## src/rtl/load_store_unit.sv

```systemverilog
// Byte-addressed load/store front end for a word-only, single-port data RAM with a 1-cycle registered read.
// Partial stores are read-modify-write; misaligned or illegal requests return an error and never touch memory.
module load_store_unit #(
    parameter int D = 8
) (
    input  logic          i_clk,
    input  logic          i_rst_n,
    input  logic          i_req_valid,
    output logic          o_req_ready,
    input  logic          i_req_we,
    input  logic [2:0]    i_req_funct3,
    input  logic [31:0]   i_req_addr,
    input  logic [31:0]   i_req_wdata,
    output logic          o_rsp_valid,
    input  logic          i_rsp_ready,
    output logic [31:0]   o_rsp_rdata,
    output logic          o_rsp_err,
    output logic [D-1:0]  o_mem_addr,
    output logic [31:0]   o_mem_data,
    output logic          o_mem_we,
    input  logic [31:0]   i_mem_data
);

    typedef enum logic [2:0] {IDLE, RD, WAIT, WR, RESP} state_t;

    state_t      state, state_nxt;
    logic        we_q;
    logic [2:0]  f3_q;
    logic [1:0]  lane_q;
    logic [15:0] wlo_q;
    logic        req_err;
    logic        accept;
    logic [31:0] load_ext;
    logic [31:0] merged;
    logic [7:0]  sel_byte;
    logic [15:0] sel_half;

    // Upper address bits alias; only the word index and lane bits matter.
    logic unused_addr;
    assign unused_addr = ^{i_req_addr[31:D+2], i_req_wdata[31:16]};

    assign accept      = (state == IDLE) && i_req_valid;
    assign o_req_ready = (state == IDLE);
    assign o_rsp_valid = (state == RESP);
    assign o_mem_we    = (state == WR);

    always_comb begin
        req_err = 1'b0;
        case (i_req_funct3)
            3'b000:  req_err = 1'b0;
            3'b001:  req_err = i_req_addr[0];
            3'b010:  req_err = |i_req_addr[1:0];
            3'b100:  req_err = i_req_we;
            3'b101:  req_err = i_req_we | i_req_addr[0];
            default: req_err = 1'b1;
        endcase
    end

    always_comb begin
        state_nxt = state;
        case (state)
            IDLE: begin
                if (i_req_valid) begin
                    if (req_err)
                        state_nxt = RESP;
                    else if (i_req_we && (i_req_funct3 == 3'b010))
                        state_nxt = WR;
                    else
                        state_nxt = RD;
                end
            end
            RD:      state_nxt = WAIT;
            WAIT:    state_nxt = we_q ? WR : RESP;
            WR:      state_nxt = RESP;
            RESP:    state_nxt = i_rsp_ready ? IDLE : RESP;
            default: state_nxt = IDLE;
        endcase
    end

    // Lane extraction and merge both work on the word returned in WAIT.
    always_comb begin
        sel_byte = i_mem_data[{lane_q, 3'b000} +: 8];
        sel_half = i_mem_data[{lane_q[1], 4'b0000} +: 16];
        case (f3_q[1:0])
            2'b00:   load_ext = {{24{sel_byte[7] & ~f3_q[2]}}, sel_byte};
            2'b01:   load_ext = {{16{sel_half[15] & ~f3_q[2]}}, sel_half};
            default: load_ext = i_mem_data;
        endcase
        merged = i_mem_data;
        if (f3_q[0])
            merged[{lane_q[1], 4'b0000} +: 16] = wlo_q;
        else
            merged[{lane_q, 3'b000} +: 8] = wlo_q[7:0];
    end

    always_ff @(posedge i_clk or negedge i_rst_n) begin
        if (!i_rst_n) begin
            state       <= IDLE;
            we_q        <= 1'b0;
            f3_q        <= 3'b000;
            lane_q      <= 2'b00;
            wlo_q       <= 16'h0000;
            o_rsp_rdata <= 32'h0000_0000;
            o_rsp_err   <= 1'b0;
            o_mem_addr  <= '0;
            o_mem_data  <= 32'h0000_0000;
        end else begin
            state <= state_nxt;
            if (accept) begin
                we_q        <= i_req_we;
                f3_q        <= i_req_funct3;
                lane_q      <= i_req_addr[1:0];
                wlo_q       <= i_req_wdata[15:0];
                o_mem_addr  <= i_req_addr[D+1:2];
                o_mem_data  <= i_req_wdata;
                o_rsp_rdata <= 32'h0000_0000;
                o_rsp_err   <= req_err;
            end else if (state == WAIT) begin
                if (we_q)
                    o_mem_data <= merged;
                else
                    o_rsp_rdata <= load_ext;
            end
        end
    end

endmodule

```

## config.mk

```make
export PLATFORM = sky130hd
export DESIGN_NAME = load_store_unit
export DESIGN_NICKNAME = d
export VERILOG_FILES = /design/src/rtl/load_store_unit.sv
export SDC_FILE = /design/constraint.sdc
export NUM_CORES = 1
export LEC_CHECK = 0
export CAP_MARGIN = 20
export CORE_UTILIZATION = 47
export CTS_CLUSTER_DIAMETER = 80
export DETAILED_ROUTE_END_ITERATION = 6
export PLACE_DENSITY_LB_ADDON = 0.12
export SLEW_MARGIN = 0
export SYNTH_ARGS = -nofsm -noshare
export SYNTH_HDL_FRONTEND = slang
export SYNTH_SLANG_ARGS = --single-unit
```

## constraint.sdc

```tcl
create_clock -name i_clk -period 2.5 [get_ports i_clk]
set_input_delay 0.5 -clock i_clk [delete_from_list [all_inputs] [get_ports i_clk]]
set_output_delay 0.5 -clock i_clk [all_outputs]
set_load 0.005 [all_outputs]
```

Word level (Yosys, flattened, before mapping)

Cells that the tools add are included.

Output and inout port bits: 76
Input port bits: 104
Word-level logic and storage cells: 59
Register bits: 98

Eq/ne operators: 11
Mux-type cells: 17
Reductions and logical operators: 10
Bitwise gates (word level): 4
Add/subtract/negate cells: 2
Shift-type cells: 6

Operators by type and width:

| operator                                               | count |
|---|---|
| two-way mux 32 bit                                     | 7 |
| bitwise mux 32 bit                                     | 2 |
| one-hot mux 32 bit (2 select lines)                    | 1 |
| variable shift 16 x 7 -> 32 bit (first input constant) | 1 |
| variable shift 8 x 7 -> 32 bit (first input constant)  | 1 |
| variable part select 16 x 7 -> 32 bit                  | 1 |
| variable part select 32 x 6 -> 16 bit                  | 1 |
| variable part select 32 x 6 -> 8 bit                   | 1 |
| variable part select 8 x 7 -> 32 bit                   | 1 |
| one-hot mux 3 bit (5 select lines)                     | 1 |
| negator 5 -> 7 bit                                     | 2 |
| two-way mux 3 bit                                      | 4 |
| equality test 3 x 2 -> 1 bit (second input constant)   | 3 |
| equality test 3 bit (second input constant)            | 3 |
| equality test 3 x 1 -> 1 bit (second input constant)   | 2 |
| zero test 3 bit                                        | 2 |
| one-hot mux 1 bit (5 select lines)                     | 1 |
| AND reduction 2 bit                                    | 2 |
| nonzero test 2 bit                                     | 2 |
| AND 1 bit                                              | 2 |
| equality test 2 x 1 -> 1 bit (second input constant)   | 1 |
| logical AND 1 bit                                      | 2 |
| zero test 2 bit                                        | 1 |
| two-way mux 2 bit                                      | 1 |
| 5 further kinds                                        | 5 |

Longest topological paths before layout

Gate-level depths: netlist of run 1.

Depth in word-level cells: 7
Mapped depth: 9
Gate-level depth less buffers: 6

Least setup slack after synthesis of run 1

No wires, ideal clock.

Path kind: flip-flop to flip-flop
Start point: register lane_q[1]
End point: register o_mem_data[5]
Arrival time: 2.120 ns
Required time: 2.418 ns
Library setup time: 0.082 ns
Stages on the path, launching flop included: 10
Buffers on the path: 3
Slack: 0.299 ns
Clock period less this slack: 2.201 ns
Cells stage by stage: dfrtp_1 buf_2 buf_2 inv_1 ha_1 nor4bb_1 clkbuf_1 a221oi_1 a211o_1 a31oi_1

Longest elaborated chain between the ends: 7
Elaborated cells between the ends (all ways): 12
Classes of those cells: add/sub: 2; shift: 4; mux: 6

RTL lines:

| what                                                          | line   | source |
|---|---|---|
| start, declared                                               | 29     | `logic [1:0] lane_q;` |
| start signal, assigned                                        | 112    | `lane_q <= i_req_addr[1:0];` |
| negator 5 -> 7 bit, on equally long branches                  | 91, 93 |  |
| variable part select 16 x 7 -> 32 bit (tied with other cells) | 91     | `merged[{lane_q[1], 4'b0000} +: 16] = wlo_q;` |
| bitwise mux 32 bit, on equally long branches                  | 91, 93 |  |
| two-way mux 32 bit *                                          | 90     | `if (f3_q[0])` |
| two-way mux 32 bit *                                          | 119    | `if (we_q)` |
| two-way mux 32 bit *                                          | 118    | `end else if (state == WAIT) begin` |
| two-way mux 32 bit *                                          | 109    | `if (accept) begin` |
| end signal, assigned                                          | 115    | `o_mem_data <= i_req_wdata;` |
| end signal, assigned                                          | 120    | `o_mem_data <= merged;` |
| end, declared                                                 | 19     | `output logic [31:0] o_mem_data,` |

Every way passes the cells marked *; elsewhere a longest branch is shown, timed or not. The select of a mux whose other input is x is not followed.
A chain may end at the register's enable or synchronous reset.

Worst setup path in the final report of run 1

Start point: register state[2]
End point: output o_rsp_valid

Longest elaborated chain between the ends: 1

RTL lines:

| what                   | line | source |
|---|---|---|
| start, declared        | 26   | `state_t state, state_nxt;` |
| start signal, assigned | 108  | `state <= state_nxt;` |
| equality test 3 bit    | 44   | `assign o_rsp_valid = (state == RESP);` |
| end, declared          | 14   | `output logic o_rsp_valid,` |

Every way passes these cells.

==> run summary, run 1 <==
number of warnings reported in the yosys synthesis log: 0
cell with the most instances after synthesis: sky130_fd_sc_hd__nand2_1
hold violation count in the final report: 0
arrival time at the worst endpoint: 1.79 ns
TNS Setup: 0 ns
net switching fraction of the power: 39.2%
number of enable-type register cells in the synthesized netlist: 0
dominant synthesized flop cell: sky130_fd_sc_hd__dfrtp_1
top cells by count, synth: 130 x sky130_fd_sc_hd__nand2_1, 98 x sky130_fd_sc_hd__dfrtp_1, 48 x sky130_fd_sc_hd__o21ai_0
number of detailed-route iterations in the first pass: 5
post-layout total power: 9.01 mW
post-CTS repair timing setup buffer count: 0
Worst Hold Margin: 0.0124 ns
internal power of the cells: 5.48 mW
sequential share of power: 33.3%
worst voltage drop across the vdd grid: 0.587 mV
core region area: 11400 um2
post-detailed-routing wire length: 16900 um
maximum single-stage delay on the critical path: 0.59 ns
crit path time final: 2.29 ns
syn nets: 689
slowest CP cell: sky130_fd_sc_hd__dfrtp_1
Avg Cell Area, Syn: 9.47 um2
category of the worst setup path launch point: register
worst setup slack before clock tree synthesis: 0.179 ns
Initial Utilization: 48.1%
Max Slew Vio Count: 0
post-route clock period utilization: 91.5%
clock insertion delay at the later pin of the skew report: 0.35 ns
pin count of the biggest net entering global routing: 64
Port Buf Inserts: 157
CTS root buf: sky130_fd_sc_hd__clkbuf_16
Site Rows: 39
distinct cell type count of the synthesized netlist: 45
maximum net fanout on the critical path: 10
CTS Sinks: 98
post-synthesis instance area: 5490 um2
list of cells traversed by the critical path: nor3b_1 > clkdlybuf4s50_1
worst hold-check path type: in2async
I/O pin count: 180
deepest clock path buffer count: 2
top cell type's share of synthesized area: 44.7%
via/cell ratio: 5.94
cell leakage power: 3.24 nW
xor and xnor area share after synthesis: 0%
routed vias: 5172
required time reported for the critical path endpoint: 2.00 ns
total overflow reported by the global router: 0
Die X-Extent: 110 um
ratio of cells with drive above 1 in the final layout: 9.22%
number of DRC violations after detailed-routing iteration 0: 304
number of global-route vias before repair: 4979
number of setup violations in the final report: 0
fin worst setup slack: 0.212 ns
number of inserted diodes: 0
hold-fix buffer count after cts: 0
gp weighted congestion: 0.899
die span in y: 110 um
wire length per cell: 19.4 um
slew at the pin with the worst max-slew slack: 0.705 ns
clk slew on worst S/H paths: 0.06 ns
total routing usage reported by global routing: 29.2%
post-cts gate resize count: 0
cell taking the most area after synthesis: sky130_fd_sc_hd__dfrtp_1
result of the run: complete, no violations
worst setup slack for register-to-register paths: 0.28 ns
share of the synthesized area in compound gates (AO/OA/AOI/OAI): 23.7%
#FFs+latches synth: 98
post-route clock skew: 0.00714 ns
leading cell types by total area after synthesis: sky130_fd_sc_hd__dfrtp_1 45%, sky130_fd_sc_hd__nand2_1 8.9%, sky130_fd_sc_hd__mux2i_1 7.7%
path type of the worst setup path: reg2out
main combinational cell family by area after synthesis: compound AO/OA/AOI/OAI gates
mux cell area share after synthesis: 9.30%
Slew headroom: 52.4%
half-perimeter wire length of the detailed placement result: 12300 um
area added between synthesis and finish: 37.1%
reported net switching power: 3.53 mW
cells after synthesis: 580
number of max-cap violations: 0
ANT nets after route: 0
number of levels in the clock H-tree: 3
total CTS buffers: 9
proportion of synthesized chip area in sequential cells: 44.7%
maximum clock rate: 437 MHz
simple-gate share of the synthesized area: 16.5%
clock power share: 14.8%
first-pass GRT wire length: 26400 um
number of antenna violations at the first check in global routing: 0
CTS tree: yes
combinational group share of total power: 51.9%
DRC violation count after routing: 0
category of the worst setup path capture point: primary output
die footprint: 12100 um2
power density of the placed cells: 1200 nW/um2
unrepaired setup endpoints after global routing: false
share of synthesized cell area in full adder, half adder and majority cells: 1.14%
number of nets in the finished design: 831
fraction of registers with async set or reset after synthesis: 100%
==> critical path, delay by kind of cell (launching register included) <==
| family | cells | cell delay (ns) |
|---|---|---|
| flip-flops | 1 | 0.59 |
| buffers and inverters | 1 | 0.55 |
| AND/OR/NAND/NOR | 1 | 0.30 |
==> power groups by stage <==
stage | Clock [mW] | Sequential [mW] | Combinational, mW
floorplan | 0 | 2.80 | 2.77
global placement | 0 | 2.98 | 4.54
detailed placement | 0 | 3.02 | 4.64
CTS | 1.35 | 2.99 | 4.68
global route | 1.41 | 3.10 | 5.15
finish | 1.33 | 3.01 | 4.67
==> sequential cells by signal, indices dropped and copies added (netlist names) <==
register / count
wlo_q: 16
state: 3
we_q: 1
o_rsp_err: 1
o_rsp_rdata: 32
o_mem_addr: 8
f3_q: 3
lane_q: 2
o_mem_data: 32
==> worst paths after layout <==
| check | from | endpoint | depth (start not counted) |
|---|---|---|---|
| worst min register to register | o_mem_data[19] | o_mem_data[19] | 2 |
| worst max register to register | lane_q[0] | o_mem_data[5] | 7 |
| worst min-delay path | i_rst_n | o_rsp_rdata[11] | 1 |
| worst max-delay path | state[2] | o_rsp_valid | 2 |
| min in group i_clk | o_mem_data[19] | o_mem_data[19] | 2 |
| max in group asynchronous | i_rst_n | lane_q[1] | 2 |
==> area by class of cell <==
class,count,area (um2)
clock buffers,15,278
clock inverters,1,7.51
fillers,943,3890
inverters,7,26.3
multi-input cells,423,2790
flip-flops and latches,98,2450
well taps,143,179
repair buffers,183,1790
==> cells in the final DEF (no fill, tap or decap), types with 2 or more instances in the layout <==
| master | count |
|---|---|
| sky130_fd_sc_hd__clkbuf_1 | 3 |
| sky130_fd_sc_hd__mux2i_1 | 42 |
| sky130_fd_sc_hd__nor3_1 | 5 |
| sky130_fd_sc_hd__buf_12 | 2 |
| sky130_fd_sc_hd__nand3_1 | 2 |
| sky130_fd_sc_hd__clkbuf_8 | 3 |
| sky130_fd_sc_hd__dfrtp_1 | 96 |
| sky130_fd_sc_hd__nor4bb_1 | 3 |
| sky130_fd_sc_hd__a221o_1 | 19 |
| sky130_fd_sc_hd__ha_1 | 5 |
| sky130_fd_sc_hd__nand2_1 | 130 |
| sky130_fd_sc_hd__nor2_1 | 9 |
| sky130_fd_sc_hd__o211ai_1 | 3 |
| sky130_fd_sc_hd__o22a_1 | 3 |
| sky130_fd_sc_hd__or3_1 | 2 |
| sky130_fd_sc_hd__o2bb2ai_1 | 2 |
| sky130_fd_sc_hd__a221oi_1 | 18 |
| sky130_fd_sc_hd__inv_1 | 7 |
| sky130_fd_sc_hd__a211o_1 | 7 |
| sky130_fd_sc_hd__a221o_2 | 10 |
| sky130_fd_sc_hd__nand2b_1 | 18 |
| sky130_fd_sc_hd__a32o_1 | 8 |
| sky130_fd_sc_hd__dfrtp_2 | 2 |
| sky130_fd_sc_hd__nor2b_1 | 11 |
| sky130_fd_sc_hd__a31oi_1 | 7 |
| sky130_fd_sc_hd__o21ai_0 | 48 |
| sky130_fd_sc_hd__a22oi_1 | 25 |
| sky130_fd_sc_hd__clkdlybuf4s50_1 | 156 |
| sky130_fd_sc_hd__buf_4 | 25 |
| sky130_fd_sc_hd__mux2_2 | 8 |
| sky130_fd_sc_hd__nor4b_4 | 2 |
| sky130_fd_sc_hd__a21oi_1 | 22 |
| sky130_fd_sc_hd__clkbuf_16 | 9 |
==> stage by stage <==
stage                     utilization, %  instances  instance area [um2]
after floorplan                        -        580                 5490
after global placement              63.4        854                 7240
after detailed placement            63.4        854                 7240
after CTS                           65.9        870                 7530
after global routing                65.9        870                 7530
final                               65.9        870                 7530
==> routing by layer <==
layer / global-route usage, % / vias up / part of all wire, %
met2: 45.7 / 218 / 47
met5: 0 / - / 0
met4: 13.7 / 0 / 3.5
met1: 40.1 / 2508 / 43
li1: - / 2412 / -
met3: 4.23 / 34 / 6.9
==> kinds of logic after synthesis <==
| logic type | count (synthesis) |
|---|---|
| and+or+nand+nor | 192 |
| AOI/OAI and AO/OA | 176 |
| DFF | 98 |
| buffers and inverters | 59 |
| muxes | 50 |
| adders and majority gates | 5 |
Power figures use the tool's default switching activity.
==> inputs of run 2 (changes only) <==
- CORE_UTILIZATION: 47 -> 42
- clock period: 2.5 -> 2 ns (I/O delays scaled with it)
==> run 2 against run 1 <==
Effect of this change:
- sequential cell count is the same
- cell area rose by 8.8%
- first-iteration DRC count grew 46%
- critical path depth increased by 6
- clock power is 48% higher
- sequential share of layout area down 2.6 points
- critical path type is now reg2reg
==> run summary, run 2 (synthesis results as in run 1) <==
result of the run: complete, no violations
worst hold-check path type: in2async
FF+latch area: 2460 um2 (+0.10%)
number of max-cap violations: 0 (unchanged)
deepest clock path buffer count: 2 (unchanged)
clock insertion delay at the later pin of the skew report: 0.35 ns (about the same)
total of fill cells in the finished design: 1068 (+13%)
category of the worst setup path capture point: register
number of antenna violations at the first check in global routing: 0 (unchanged)
number of inserted diodes: 0 (unchanged)
Site Rows: 41 (+5.1%)
number of nets in the finished design: 883 (+6.3%)
Port Buf Inserts: 157 (unchanged)
path type of the worst setup path: reg2reg
area of the multi-input gates: 2880 um2 (+3.0%)
maximum net fanout on the critical path: 19 (+9)
post-route clock skew: 0.00753 ns (+0.000398 ns)
category of the worst setup path launch point: register
final instance count without filler cells: 949 (+9.1%)
CTS root buf: sky130_fd_sc_hd__clkbuf_16
DRC violation count after routing: 0 (unchanged)
number of setup violations in the final report: 0 (unchanged)
slew at the pin with the worst max-slew slack: 0.505 ns (-0.200 ns)
cell leakage power: 3.57 nW (+10%)
wire length per cell: 19.8 um (+1.8%)
gp weighted congestion: 0.911 (+1.4%)
hold-fix buffer count after cts: 0 (unchanged)
required time reported for the critical path endpoint: 2.23 ns (+0.23 ns)
number of DRC violations after detailed-routing iteration 0: 444 (+46%)
Worst Hold Margin: 0.0381 ns (+0.0256 ns)
Worst setup startpoint: lane_q[1]
number of detailed-route iterations in the first pass: 5 (unchanged)
maximum clock rate: 506 MHz
die footprint: 13500 um2 (+12%)
worst flop-to-flop path endpoint: o_rsp_rdata[24]
most common cell after layout, fill and taps aside: sky130_fd_sc_hd__clkdlybuf4s50_1
power density of the placed cells: 1520 nW/um2 (+27%)
cell count of the worst reg-to-reg path: 8 (+1)
core region area: 12700 um2 (+11%)
Slew headroom: 66.3% (+14 points)
top library cells by usage in the layout, fill and taps aside: 154 x sky130_fd_sc_hd__clkdlybuf4s50_1, 130 x sky130_fd_sc_hd__nand2_1, 94 x sky130_fd_sc_hd__dfrtp_1
Core Util, Final: 64.6% (-1.3 points)
total overflow reported by the global router: 0 (unchanged)
clk slew on worst S/H paths: 0.07 ns (about the same)
first-pass GRT wire length: 28000 um (+6.3%)
ratio of cells with drive above 1 in the final layout: 17.4% (+8.2 points)
Max Slew Vio Count: 0 (unchanged)
post-route clock period utilization: 98.7%
CTS tree: yes
half-perimeter wire length of the detailed placement result: 13500 um (+9.3%)
I/O pin count: 180 (unchanged)
unrepaired setup endpoints after global routing: true
fin worst setup slack: 0.0256 ns (-0.186 ns)
number of levels in the clock H-tree: 3 (unchanged)
post-detailed-routing wire length: 18800 um (+11%)
total CTS buffers: 9 (unchanged)
Worst R2R Start: lane_q[1]
Die X-Extent: 116 um (+5.7%)
Initial Utilization: 43.3% (-4.8 points)
CTS Sinks: 98 (unchanged)
via/cell ratio: 5.68 (-4.4%)
pin count of the biggest net entering global routing: 75 (+17%)
instance count after placement with tap cells included: 926 (+8.4%)
number of global-route vias before repair: 5161 (+3.7%)
area added between synthesis and finish: 49.1%
worst setup slack before clock tree synthesis: -0.283 ns (-0.462 ns)
ANT nets after route: 0 (unchanged)
worst setup slack for register-to-register paths: 0.03 ns (-0.25 ns)
total routing usage reported by global routing: 28.0% (-1.2 points)
worst voltage drop across the vdd grid: 0.703 mV (+20%)
hold violation count in the final report: 0 (unchanged)
die span in y: 116 um (+5.7%)
arrival time at the worst endpoint: 2.21 ns (+0.42 ns)
routed vias: 5392 (+4.3%)
largest registers: o_mem_data: 32 flops, o_rsp_rdata: 32 flops, wlo_q: 16 flops
crit path time final: 1.97 ns
[run 2: how the worst max path moves through the flow]
stage	endpoint
finish	o_rsp_rdata[24]
global route	o_mem_data[0]
CTS	o_rsp_rdata[24]
detailed placement	o_mem_data[18]
global placement	o_mem_data[18]
floorplan	o_mem_data[5]
[run 2: through the flow]
stage	total power, mW	instance area [um2]	setup TNS (ns)
final	12.5	8190	0
after global routing	13.3	8190	-0.0230
after CTS	12.2	8050	0
after detailed placement	10.1	7670	-11.44
after global placement	9.95	7670	-7.73
after floorplan	6.99	5500	0
[run 2: what timing repair did]
| action | CTS | global route |
|---|---|---|
| resized for setup | 9 | 18 |
| setup buffers | 3 | 5 |
| endpoints found under the setup margin | 15 | 37 |
| pin swaps | 2 | 3 |
| hold endpoints to repair | 0 | 0 |
| cloned | 0 | 1 |
[run 2: power by group]
group / total, mW / internal [mW] / switching (mW)
Combinational: 6.83 / 3.62 / 3.20
Sequential: 3.69 / 2.88 / 0.808
Clock: 1.97 / 1.21 / 0.763
Total: 12.5 / 7.71 / 4.78
[run 2: routing by layer]
| metal | vias up | track usage (%) | routed length (um) |
|---|---|---|---|
| li1 | 2515 | - | - |
| met1 | 2643 | 38.2 | 8220 |
| met2 | 206 | 44.5 | 8880 |
| met3 | 28 | 3.27 | 1130 |
| met4 | 0 | 13.4 | 539 |
| met5 | - | 0 | 0 |
[run 2: layout make-up]
class	instances	share of cell area, %
well taps	172	2.63
multi-input cells	423	35.1
clock buffers	9	2.75
repair buffers	235	27.9
clock inverters	5	1.28
inverters	7	0.351
flip-flops and latches	98	30.0
[run 2: critical path, cell delays in order, from the launching register on]
cell and delay [ns]:
sky130_fd_sc_hd__dfrtp_2 0.43, sky130_fd_sc_hd__buf_4 0.15, sky130_fd_sc_hd__buf_12 0.15, sky130_fd_sc_hd__mux2_4 0.33
sky130_fd_sc_hd__o21ai_4 0.08, sky130_fd_sc_hd__a2111oi_4 0.08, sky130_fd_sc_hd__buf_4 0.18, sky130_fd_sc_hd__clkbuf_16 0.16
sky130_fd_sc_hd__a221o_2 0.29
